<file path="config.mk">
export PLATFORM = sky130hd
export DESIGN_NAME = alen_ctrl_flat
export DESIGN_NICKNAME = d
export VERILOG_FILES = /design/src/rtl/alen_ctrl_if.sv /design/src/rtl/alen_ctrl.sv /design/src/flat_wrapper.sv
export SDC_FILE = /design/constraint.sdc
export NUM_CORES = 1
export LEC_CHECK = 0
export BUFFER_PORTS_ARGS = -buffer_cell sky130_fd_sc_hd__buf_4
export CORE_UTILIZATION = 25
export DETAILED_ROUTE_END_ITERATION = 12
export PLACE_DENSITY = 0.52
export SYNTH_ARGS = -nofsm -noshare
export SYNTH_HDL_FRONTEND = slang
export SYNTH_SLANG_ARGS = --single-unit
</file>
<file path="constraint.sdc">
create_clock -name clk -period 4.92 [get_ports clk]
set_clock_uncertainty 0.1 [all_clocks]
set_input_delay 0.246 -clock clk [delete_from_list [all_inputs] [get_ports clk]]
set_output_delay 0.246 -clock clk [all_outputs]
set_load 0.03 [all_outputs]
</file>
<file path="src/rtl/alen_ctrl_if.sv">
// Bundle of the two requester handshakes (allocation, lookup) and the
// array length store port used by alen_ctrl.
// "master" is the side that raises requests and models the store.
// "slave" is the controller.
interface alen_ctrl_if;

  // Command word presented to the array length store.
  // Write mode is mode = 1. Search mode is mode = 0.
  typedef struct packed {
    logic        mode;
    logic [31:0] addr;
    logic [31:0] len;
  } astore_in_bus_t;

  // allocation path
  logic           alloc_req;
  logic [31:0]    alloc_addr;
  logic [31:0]    alloc_len;
  logic           alloc_ack;

  // lookup path
  logic           look_req;
  logic [31:0]    look_addr;
  logic           look_valid;
  logic           look_found;
  logic [31:0]    look_len;

  // store port
  astore_in_bus_t st_out;
  logic           st_restart;
  logic           st_found;
  logic           st_finished;
  logic [31:0]    st_len;

  modport master (
    output alloc_req, alloc_addr, alloc_len,
    output look_req, look_addr,
    output st_found, st_finished, st_len,
    input  alloc_ack, look_valid, look_found, look_len,
    input  st_out, st_restart
  );

  modport slave (
    input  alloc_req, alloc_addr, alloc_len,
    input  look_req, look_addr,
    input  st_found, st_finished, st_len,
    output alloc_ack, look_valid, look_found, look_len,
    output st_out, st_restart
  );

endinterface

</file>
<file path="src/rtl/alen_ctrl.sv">
// alen_ctrl: shares the array length store between the allocation path
// (records a length) and the lookup path (queries a length).
// Requests are arbitrated round-robin and served one at a time.
// A lookup re-arms the store's search engine, then searches.
// Because the store only ever reports hits, every search is bounded by
// TIMEOUT cycles.
// Every output is a register. Output values are computed from the next
// state, so the request inputs never reach an output combinationally.
module alen_ctrl #(
  parameter int TIMEOUT = 64
) (
  input  logic     clk,
  input  logic     r,
  alen_ctrl_if.slave bus,
  output logic     busy
);

  localparam int             CNT_W    = (TIMEOUT > 2) ? $clog2(TIMEOUT) : 1;
  localparam logic [CNT_W-1:0] CNT_LAST = CNT_W'(TIMEOUT - 1);
  localparam logic [CNT_W-1:0] CNT_ONE  = CNT_W'(1);

  typedef enum logic [2:0] {
    IDLE   = 3'd0,
    WRITE  = 3'd1,
    ARM    = 3'd2,
    SEARCH = 3'd3,
    DONE   = 3'd4
  } state_t;

  state_t           state_r;
  state_t           next_s;

  // 1: the lookup path was served last, so alloc wins the next tie.
  logic             last_lookup_r;

  logic [31:0]      addr_r;
  logic [31:0]      len_r;
  logic [31:0]      addr_next_s;
  logic [31:0]      len_next_s;

  logic [CNT_W-1:0] cnt_r;
  logic             hit_s;
  logic             timeout_s;

  logic             found_r;
  logic [31:0]      res_len_r;

  logic             alloc_ack_r;
  logic             look_valid_r;
  logic             st_restart_r;
  logic             busy_r;
  logic [64:0]      st_out_r;
  logic [64:0]      st_out_next_s;

  // Next-state decode: arbitration in IDLE, search termination in SEARCH.
  always_comb begin
    next_s      = state_r;
    addr_next_s = addr_r;
    len_next_s  = len_r;
    // A finished flag without a hit means nothing; only a real hit ends early.
    hit_s       = bus.st_finished & bus.st_found;
    timeout_s   = (cnt_r == CNT_LAST);
    case (state_r)
      IDLE: begin
        if (bus.alloc_req && (!bus.look_req || last_lookup_r)) begin
          next_s      = WRITE;
          addr_next_s = bus.alloc_addr;
          len_next_s  = bus.alloc_len;
        end else if (bus.look_req) begin
          next_s      = ARM;
          addr_next_s = bus.look_addr;
          len_next_s  = 32'd0;
        end else begin
          next_s      = IDLE;
        end
      end
      WRITE: begin
        next_s = IDLE;
      end
      ARM: begin
        next_s = SEARCH;
      end
      SEARCH: begin
        // A hit and the timeout can coincide; both go to DONE, and the
        // result registers give priority to the hit.
        if (hit_s || timeout_s) begin
          next_s = DONE;
        end else begin
          next_s = SEARCH;
        end
      end
      DONE: begin
        next_s = IDLE;
      end
      default: begin
        next_s = IDLE;
      end
    endcase
  end

  // Store command for the state about to be entered. It is registered
  // below, so it lines up with that state.
  always_comb begin
    st_out_next_s = 65'd0;
    case (next_s)
      WRITE: begin
        st_out_next_s = {1'b1, addr_next_s, len_next_s};
      end
      ARM, SEARCH: begin
        st_out_next_s = {1'b0, addr_next_s, 32'd0};
      end
      default: begin
        st_out_next_s = 65'd0;
      end
    endcase
  end

  // State register and registered output decode.
  always_ff @(posedge clk) begin
    if (r) begin
      state_r      <= IDLE;
      alloc_ack_r  <= 1'b0;
      look_valid_r <= 1'b0;
      st_restart_r <= 1'b0;
      busy_r       <= 1'b0;
      st_out_r     <= 65'd0;
    end else begin
      state_r      <= next_s;
      alloc_ack_r  <= (next_s == WRITE);
      look_valid_r <= (next_s == DONE);
      st_restart_r <= (next_s == ARM);
      busy_r       <= (next_s != IDLE);
      st_out_r     <= st_out_next_s;
    end
  end

  // Capture the granted request's address/length on the grant edge.
  always_ff @(posedge clk) begin
    if (r) begin
      addr_r <= 32'd0;
      len_r  <= 32'd0;
    end else begin
      addr_r <= addr_next_s;
      len_r  <= len_next_s;
    end
  end

  // Round-robin memory: whoever finished last loses the next tie.
  always_ff @(posedge clk) begin
    if (r) begin
      last_lookup_r <= 1'b1;
    end else if (state_r == WRITE) begin
      last_lookup_r <= 1'b0;
    end else if (state_r == DONE) begin
      last_lookup_r <= 1'b1;
    end else begin
      last_lookup_r <= last_lookup_r;
    end
  end

  // Search timeout counter. It is cleared while arming. It is compared
  // before it increments, so it never wraps.
  always_ff @(posedge clk) begin
    if (r) begin
      cnt_r <= '0;
    end else if (state_r == ARM) begin
      cnt_r <= '0;
    end else if ((state_r == SEARCH) && !hit_s && !timeout_s) begin
      cnt_r <= cnt_r + CNT_ONE;
    end else begin
      cnt_r <= cnt_r;
    end
  end

  // Lookup result registers. They hold their value between results.
  always_ff @(posedge clk) begin
    if (r) begin
      found_r   <= 1'b0;
      res_len_r <= 32'd0;
    end else if ((state_r == SEARCH) && hit_s) begin
      found_r   <= 1'b1;
      res_len_r <= bus.st_len;
    end else if ((state_r == SEARCH) && timeout_s) begin
      found_r   <= 1'b0;
      res_len_r <= 32'd0;
    end else begin
      found_r   <= found_r;
      res_len_r <= res_len_r;
    end
  end

  assign bus.alloc_ack  = alloc_ack_r;
  assign bus.look_valid = look_valid_r;
  assign bus.look_found = found_r;
  assign bus.look_len   = res_len_r;
  assign bus.st_out     = st_out_r;
  assign bus.st_restart = st_restart_r;
  assign busy           = busy_r;

endmodule

</file>
<file path="src/flat_wrapper.sv">
// flat-port wrapper written by rule: the top's interface ports become plain ports
module alen_ctrl_flat 
#(
  parameter int TIMEOUT = 64
)
  (clk, r, busy, bus_alloc_req, bus_alloc_addr, bus_alloc_len, bus_look_req, bus_look_addr, bus_st_found, bus_st_finished, bus_st_len, bus_alloc_ack, bus_look_valid, bus_look_found, bus_look_len, bus_st_out, bus_st_restart);
  alen_ctrl_if bus_i ();
  input  logic clk;
  input  logic r;
  output logic busy;
  input wire logic [$bits(bus_i.alloc_req)-1:0] bus_alloc_req;
  input wire logic [$bits(bus_i.alloc_addr)-1:0] bus_alloc_addr;
  input wire logic [$bits(bus_i.alloc_len)-1:0] bus_alloc_len;
  input wire logic [$bits(bus_i.look_req)-1:0] bus_look_req;
  input wire logic [$bits(bus_i.look_addr)-1:0] bus_look_addr;
  input wire logic [$bits(bus_i.st_found)-1:0] bus_st_found;
  input wire logic [$bits(bus_i.st_finished)-1:0] bus_st_finished;
  input wire logic [$bits(bus_i.st_len)-1:0] bus_st_len;
  output wire logic [$bits(bus_i.alloc_ack)-1:0] bus_alloc_ack;
  output wire logic [$bits(bus_i.look_valid)-1:0] bus_look_valid;
  output wire logic [$bits(bus_i.look_found)-1:0] bus_look_found;
  output wire logic [$bits(bus_i.look_len)-1:0] bus_look_len;
  output wire logic [$bits(bus_i.st_out)-1:0] bus_st_out;
  output wire logic [$bits(bus_i.st_restart)-1:0] bus_st_restart;
  assign bus_i.alloc_req = bus_alloc_req;
  assign bus_i.alloc_addr = bus_alloc_addr;
  assign bus_i.alloc_len = bus_alloc_len;
  assign bus_i.look_req = bus_look_req;
  assign bus_i.look_addr = bus_look_addr;
  assign bus_i.st_found = bus_st_found;
  assign bus_i.st_finished = bus_st_finished;
  assign bus_i.st_len = bus_st_len;
  assign bus_alloc_ack = bus_i.alloc_ack;
  assign bus_look_valid = bus_i.look_valid;
  assign bus_look_found = bus_i.look_found;
  assign bus_look_len = bus_i.look_len;
  assign bus_st_out = bus_i.st_out;
  assign bus_st_restart = bus_i.st_restart;
  alen_ctrl #(.TIMEOUT(TIMEOUT)) u_core (.clk(clk), .r(r), .bus(bus_i), .busy(busy));
endmodule
</file>
==> metrics.txt, run 1 <==
Max transition margin 0.238; vias in the first global route 4,722; Final ANT Viol Nets 0; cell taking the most area after synthesis dfxtp_1; Residual DRC 0; worst-margin pin slew 1.14 ns; core area 20,600 um2; RSZ-0062 raised after global routing no; WP data required 5.14 ns; CTS tree yes; outcome completed; largest net degree at the start of global routing 77; GPL Wtd Cong 0.709; Worst Hold Class in2reg; register share of total power 0.381; number of nets in the layout 973; Synth top area share 0.539; # IOs 236; clk slew on worst S/H paths 0.06 ns; DIE HEIGHT 148 um; worst skew pair latency 0.41 ns; PostCTS Resize Cnt 0; sw frac 0.289; fin crit period 2.32 ns; fmax 0.430 GHz; first-pass GRT wire length 24.6 mm; Remaining Overflow, GRT 0; die area 21,800 um2; clk buf depth 2; synthesis-to-finish area growth 61.4%; Via density 4.34; Synth Instances 548; largest fanout on the critical path 34; WP data arrival 2.54 ns; final hold violation count 0; layout cell share with drive strength beyond 1 0.398; Die Wd 148 um; CP startpoint kind flip-flop; Post-Syn Area 5320 um2; Detailed Routing Iterations Pass 1 4; Setup crit end kind flip-flop; DP HPWL 10.5 mm; Rows 52; syn avg cell area 9.70 um2; DR iter-0 viols 160; Post-CTS Setup Bufs 0; initial antenna violation count 0; clock power share 0.407; GR Util All Layers 0.146; Clk Tree Root Cell clkbuf_16; #FFs+latches synth 143; final wirelength 16.1 mm; PD cells 398 nW/um2; sequential area share after synthesis 0.539; Final Max Tran Viols 0; critical path type reg2reg; Yosys warning total 0; TNS Setup 0 ns; endpoints failing setup 0; total CTS buffers 17; post-synth cell types 42; vias 4,866; synth top area cells dfxtp_1 (54%), nor4_2 (6.8%), o22ai_2 (6.6%); syn nets 683; Int Power 0.00243 W; Leak Pwr 3.60 nW; Tot Pwr 0.00341 W; Initial Util 0.259; logic gate share of total power 0.212; CTS Hold Bufs 75; Port Buffers 235; worst-case vdd ir drop 0.219 mV; sw power 0.000986 W; Sink Count 143; fin crit share 0.473; Avg WL per Cell 14.4 um; Max Cap Viol 0; CTS H-tree depth 4; diode count 0
-- stage by stage --
stage	hold WS, ns	instance area (um2)	worst slack (ns)	util	instances
global placement	0.358	7190	2.60	0.350	1014
CTS	0.00000949	8580	2.53	0.417	1121
detailed placement	0.367	7190	2.55	0.350	1014
finish	0.0163	8580	2.60	0.417	1121
global route	0.00496	8580	2.36	0.417	1121
floorplan	0.260	5320	3.26	-	548
-- logic make-up (layout without fill, tap and decap cells) --
logic type | count (synthesis) | in the layout | share of synthesized area
flops | 143 | 143 | 0.539
fa+ha+maj | 1 | 1 | 0.00235
simple gates | 234 | 234 | 0.237
compound gates | 119 | 119 | 0.163
xor+xnor | 1 | 1 | 0.00165
buf+inv | 50 | 353 | 0.0567
-- power groups by stage --
| stage | clock [W] | sequential [W] | combinational, W |
|---|---|---|---|
| after floorplan | 0 | 0.00143 | 0.000366 |
| after global placement | 0 | 0.00133 | 0.000683 |
| after detailed placement | 0 | 0.00133 | 0.000685 |
| after CTS | 0.00143 | 0.00130 | 0.000736 |
| after global routing | 0.00148 | 0.00131 | 0.000788 |
| final | 0.00139 | 0.00130 | 0.000724 |
-- worst max-delay path, stage by stage, from the launching register on --
cell	delay, ns
dfxtp_1	0.37
or3_4	0.45
nor2_8	0.58
o221ai_4	0.14
buf_4	0.33
nor4_1	0.24
-- synth_stat cells --
cell and count:
nand3_1 4, nand2_1 73, or2_2 1, a21o_1 2
a31oi_1 1, clkbuf_1 24, o211ai_1 2, and3_1 2
a211oi_1 2, inv_1 3, o32a_1 1, nor3_1 37
a21oi_1 39, nor2b_1 1, ha_1 1, buf_12 3
nor2_1 72, o22ai_2 28, o221ai_4 1, o21bai_1 1
buf_6 4, a32oi_1 1, buf_4 6, o22ai_1 3
and4_1 1, nor4_1 2, nand3_2 1, nor2_8 1
buf_2 10, o21a_1 1, nor4_2 29, or3_4 1
nand2b_1 4, and3b_1 1, nand3b_1 1, a21boi_1 1
or4_1 1, xor2_1 1, o21ai_0 35, and2_1 2
o21ba_2 1, dfxtp_1 143
-- path summary, 6_finish.rpt --
kind / startpoint / end / slack [ns] / depth (start not counted)
max: u_core.state_r[2]$_SDFF_PP0_ / u_core.bus.st_out[33]$_SDFF_PP0_ / 2.60 / 5
min: bus_look_addr[4] / u_core.addr_r[4]$_SDFF_PP0_ / 0.02 / 3
max reg2reg: u_core.state_r[2]$_SDFF_PP0_ / u_core.bus.st_out[33]$_SDFF_PP0_ / 2.60 / 5
min reg2reg: u_core.bus.look_len[12]$_SDFFE_PP0P_ / u_core.bus.look_len[12]$_SDFFE_PP0P_ / 0.38 / 2
-- layer usage --
metal / wire length (um) / part of all wire / global-route usage / vias to the layer above
met5: 0 / 0 / 0 / -
met4: 133 / 0.0082 / 0.0448 / 0
met3: 1380 / 0.085 / 0.0574 / 10
met2: 7590 / 0.47 / 0.248 / 176
met1: 7020 / 0.44 / 0.168 / 2198
li1: - / - / - / 2482
-- state kept, by name, summed over array words and instances (netlist names) --
register	cells
u_core.bus.st_out	64
u_core.addr_r	32
u_core.bus.look_len	32
u_core.cnt_r	6
u_core.state_r	3
u_core.bus.alloc_ack	1
u_core.bus.look_found	1
u_core.bus.look_valid	1
u_core.bus.st_restart	1
u_core.busy	1
u_core.last_lookup_r	1
-- cells in the final DEF (no fill, tap or decap), types with 3 or more instances in the layout --
cell and n:
buf_4 243, dfxtp_1 143, dlygate4sd3_1 75, nand2_1 73, nor2_1 71, a21oi_1 39, nor3_1 37, o21ai_0 35
nor4_2 29, o22ai_2 28, clkbuf_16 17, inv_6 6, nand2b_1 4, nand3_1 4, inv_1 3, o22ai_1 3
clkbuf_8 3, bufinv_16 3
-- layout make-up --
cell class,instances,area [um2]
clock buffers,20,467
flip-flops and latches,143,2860
fillers,2063,12000
well taps,270,338
inverters,3,11.3
repair buffers,318,2570
multi-input cells,355,2150
clock inverters,12,170
Note: power is estimated with default switching activity, not from simulation.
==> run 2, diff against run 1 <==
- clock period: 4.92 -> 2.2 ns (I/O delays scaled with it)
==> run 2 against run 1 <==
- count of clock-buffer cells in the layout fell by 2
- power rose by 120%
- fmax rose by 23%
- largest power group unchanged
==> metrics.txt, run 2 (same netlist as run 1, synthesis figures left out) <==
CTS tree yes; total CTS buffers 17; commonest non-fill, non-tap cell in the layout buf_4; Tot Pwr 0.00764 W; sw frac 0.302; fmax 0.527 GHz; CTS Hold Bufs 127; # IOs 236; CTS H-tree depth 4; dpl cell area 7290 um2; worst r2r src u_core.state_r[2]$_SDFF_PP0_; DIE HEIGHT 148 um; worst-case vdd ir drop 0.511 mV; Initial Util 0.259; worst skew pair latency 0.42 ns; Clk Tree Root Cell clkbuf_16; R2R depth 5; fin crit period 1.90 ns; max FFs per register 64; first-pass GRT wire length 26.6 mm; sw power 0.00231 W; die area 21,800 um2; design area 9160 um2; PD cells 834 nW/um2; DP HPWL 10.6 mm; Final ANT Viol Nets 0; Max Cap Viol 0; reg2reg setup slack 0.30 ns; worst-margin pin slew 0.541 ns; Final Max Tran Viols 0; logic gate share of total power 0.230; CP startpoint kind flip-flop; Die Wd 148 um; Sink Count 143; vias 5,165; Register Area 2860 um2; layout cell share with drive strength beyond 1 0.378; diode count 0; Residual DRC 0; GPL Wtd Cong 0.759; area of the multi-input gates 2150 um2; Int Power 0.00534 W; Leak Pwr 3.84 nW; register share of total power 0.381; fin crit share 0.862; TNS Setup 0 ns; Post-CTS Setup Bufs 0; number of nets in the layout 1,030; synthesis-to-finish area growth 72.4%; clock power share 0.389; Post-Layout Cell Count 1,178; endpoints failing setup 0; DR iter-0 viols 158; most frequent cells in the layout buf_4 (243), dfxtp_1 (143), dlygate4sd3_1 (127); outcome completed; Setup crit end kind flip-flop; clk buf depth 2; RSZ-0062 raised after global routing no; final hold violation count 0; largest net degree at the start of global routing 84; Rows 52; largest fanout on the critical path 17; DP Cell Count 1,019; Remaining Overflow, GRT 0; final wirelength 16.9 mm; core area 20,600 um2; WP data arrival 2.12 ns; Min-Delay Startpoint bus_alloc_req; Worst Hold Class in2reg; PostCTS Resize Cnt 0; WP data required 2.43 ns; GR Util All Layers 0.156; initial antenna violation count 0; r2r endpoint u_core.bus.st_out[33]$_SDFF_PP0_; final core occ 0.446; Via density 4.38; worst hold path depth 4; Avg WL per Cell 14.4 um; clk slew on worst S/H paths 0.06 ns; critical path type reg2reg; Max transition margin 0.640; vias in the first global route 5,247; fill cell count 1,971; hold worst-path end u_core.state_r[0]$_SDFF_PP0_; Port Buffers 235; Detailed Routing Iterations Pass 1 4
run 2: cell count changes in the layout (fill, tap and decap cells not counted), sizes merged:
cell and change:
buf +5, bufinv -1, clkbuf -2, clkinvlp +2, dlygate4sd3 +52, inv +1
run 2: worst max path at each step:
| stage | startpoint | endpoint | slack [ns] | cells after the start |
|---|---|---|---|---|
| CTS | u_core.state_r[2]$_SDFF_PP0_ | u_core.bus.st_out[49]$_SDFF_PP0_ | 0.28 | 5 |
| global route | u_core.state_r[0]$_SDFF_PP0_ | u_core.addr_r[31]$_SDFF_PP0_ | 0.15 | 6 |
| global placement | u_core.state_r[2]$_SDFF_PP0_ | u_core.bus.st_out[47]$_SDFF_PP0_ | 0.33 | 5 |
| floorplan | u_core.state_r[0]$_SDFF_PP0_ | u_core.bus.st_out[34]$_SDFF_PP0_ | 0.54 | 6 |
| detailed placement | u_core.state_r[2]$_SDFF_PP0_ | u_core.bus.st_out[49]$_SDFF_PP0_ | 0.29 | 5 |
| finish | u_core.state_r[2]$_SDFF_PP0_ | u_core.bus.st_out[33]$_SDFF_PP0_ | 0.30 | 5 |
run 2: through the flow:
step / hold slack, ns / setup WS [ns]
2_1_floorplan: 0.124 / 0.543
3_5_place_dp: 0.227 / 0.288
3_3_place_gp: 0.221 / 0.326
6_report: 0.0553 / 0.303
5_1_grt: 0.0552 / 0.154
4_1_cts: 0.0298 / 0.276
run 2: layout make-up:
class / count / area share
clock buffers: 18 / 0.0468
clock inverters: 14 / 0.0187
inverters: 3 / 0.00123
multi-input cells: 355 / 0.235
flip-flops and latches: 143 / 0.312
well taps: 270 / 0.0369
repair buffers: 375 / 0.349
run 2: worst max-delay path, cell delays in order (launching register included):
cell	delay (ns)
dfxtp_1	0.37
or3_4	0.45
nor2_8	0.27
buf_12	0.21
o22ai_1	0.13
nor4_1	0.27
run 2: metal layers:
layer  routed length, um  global-route usage  vias to the layer above
met5                   0                   0                        -
li1                    -                   -                     2592
met4                 165              0.0479                        0
met1                7570               0.186                     2369
met2                7870               0.260                      192
met3                1340              0.0580                       12
run 2: power by group through the flow:
| stage | Clock [W] | Sequential [W] | Combinational, W |
|---|---|---|---|
| 6_report | 0.00297 | 0.00291 | 0.00176 |
| 5_1_grt | 0.00318 | 0.00293 | 0.00189 |
| 4_1_cts | 0.00308 | 0.00291 | 0.00178 |
| 3_5_place_dp | 0 | 0.00297 | 0.00158 |
| 3_3_place_gp | 0 | 0.00296 | 0.00158 |
| 2_1_floorplan | 0 | 0.00320 | 0.000819 |
==> run 3, diff against run 2 <==
- RECOVER_POWER: unset -> 25
==> run 3 against run 2 <==
- count of clock-buffer cells in the layout unchanged
- largest power group unchanged
- routed wire length increased by 0.40%
- largest cell class unchanged
- sequential share of layout area up 0.79 points
==> metrics.txt, run 3 (same netlist as run 1, synthesis figures left out) <==
GR Util All Layers 0.156; endpoints failing setup 0; final hold violation count 0; largest fanout on the critical path 17; Rows 52; WP data arrival 2.12 ns; Remaining Overflow, GRT 0; TNS Setup 0 ns; clock power share 0.393; final wirelength 17.0 mm; Setup crit end kind flip-flop; layout cell share with drive strength beyond 1 0.312; synthesis-to-finish area growth 68.1%; r2r endpoint u_core.bus.st_out[33]$_SDFF_PP0_; diode count 0; Via density 4.37; clk slew on worst S/H paths 0.06 ns; Int Power 0.00526 W; total CTS buffers 17; DR iter-0 viols 169; Leak Pwr 3.59 nW; die area 21,800 um2; Residual DRC 0; worst-case vdd ir drop 0.510 mV; RSZ-0062 raised after global routing no; Sink Count 143; DP HPWL 10.6 mm; Port Buffers 235; R2R depth 5; number of nets in the layout 1,030; hold worst-path end u_core.state_r[0]$_SDFF_PP0_; Max Cap Viol 0; final core occ 0.435; sw frac 0.305; Detailed Routing Iterations Pass 1 4; Min-Delay Startpoint bus_alloc_req; largest net degree at the start of global routing 84; most frequent cells in the layout buf_4 (183), dfxtp_1 (143), dlygate4sd3_1 (127); fin crit period 1.90 ns; GPL Wtd Cong 0.759; reg2reg setup slack 0.30 ns; Final Max Tran Viols 0; worst r2r src u_core.state_r[2]$_SDFF_PP0_; Worst Hold Class in2reg; critical path type reg2reg; max FFs per register 64; CTS Hold Bufs 127; Final ANT Viol Nets 0; worst-margin pin slew 0.540 ns; Initial Util 0.259; WP data required 2.43 ns; clk buf depth 2; Clk Tree Root Cell clkbuf_16; register share of total power 0.384; commonest non-fill, non-tap cell in the layout buf_4; first-pass GRT wire length 26.6 mm; sw power 0.00231 W; DIE HEIGHT 148 um; CTS H-tree depth 4; CP startpoint kind flip-flop; Post-CTS Setup Bufs 0; fin crit share 0.863; CTS tree yes; initial antenna violation count 0; core area 20,600 um2; worst skew pair latency 0.42 ns; Avg WL per Cell 14.4 um; outcome completed; logic gate share of total power 0.223; fmax 0.527 GHz; vias 5,151; # IOs 236; Max transition margin 0.640; worst hold path depth 4; PostCTS Resize Cnt 0; PD cells 847 nW/um2; vias in the first global route 5,247; Die Wd 148 um
[run 3: power by group through the flow]
stage | Sequential [W] | Clock (W) | Combinational, W
2_1_floorplan | 0.00320 | 0 | 0.000819
3_3_place_gp | 0.00296 | 0 | 0.00158
3_5_place_dp | 0.00297 | 0 | 0.00158
4_1_cts | 0.00291 | 0.00308 | 0.00178
5_1_grt | 0.00293 | 0.00318 | 0.00182
6_report | 0.00291 | 0.00298 | 0.00169
[run 3: area by class of cell]
type | instances | area, um2
Clock inverter | 14 | 171
Fill cell | 2052 | 11600
Multi-Input combinational cell | 355 | 2150
Sequential cell | 143 | 2860
Clock buffer | 18 | 429
Timing Repair Buffer | 375 | 2970
Inverter | 3 | 11.3
Tap cell | 270 | 338
[run 3: per-stage QoR]
step	total power (W)	cell area, um2	setup WS [ns]	hold slack (ns)	cells
floorplan	0.00402	5320	0.543	0.124	548
global placement	0.00454	7290	0.326	0.221	1019
detailed placement	0.00455	7290	0.288	0.227	1019
CTS	0.00776	9160	0.276	0.0298	1178
global route	0.00792	8940	0.154	0.0552	1178
finish	0.00757	8940	0.302	0.0553	1178
[run 3: per-layer routing]
layer	vias to the layer above	wire [um]	track usage	share of wire
li1	2592	-	-	-
met1	2355	7710	0.186	0.45
met2	192	7830	0.260	0.46
met3	12	1300	0.0580	0.076
met4	0	165	0.0479	0.0097
met5	-	0	0	0
[run 3: critical path, cell delays in order (launching register included)]
cell	delay (ns)
dfxtp_1	0.37
or3_4	0.45
nor2_8	0.27
buf_12	0.21
o22ai_1	0.13
nor4_1	0.27
[run 3: how the worst max path moves through the flow]
stage | from | end | slack (ns) | depth (start not counted)
CTS | u_core.state_r[2]$_SDFF_PP0_ | u_core.bus.st_out[49]$_SDFF_PP0_ | 0.28 | 5
global placement | u_core.state_r[2]$_SDFF_PP0_ | u_core.bus.st_out[47]$_SDFF_PP0_ | 0.33 | 5
detailed placement | u_core.state_r[2]$_SDFF_PP0_ | u_core.bus.st_out[49]$_SDFF_PP0_ | 0.29 | 5
global route | u_core.state_r[0]$_SDFF_PP0_ | u_core.addr_r[31]$_SDFF_PP0_ | 0.15 | 6
floorplan | u_core.state_r[0]$_SDFF_PP0_ | u_core.bus.st_out[34]$_SDFF_PP0_ | 0.54 | 6
finish | u_core.state_r[2]$_SDFF_PP0_ | u_core.bus.st_out[33]$_SDFF_PP0_ | 0.30 | 5
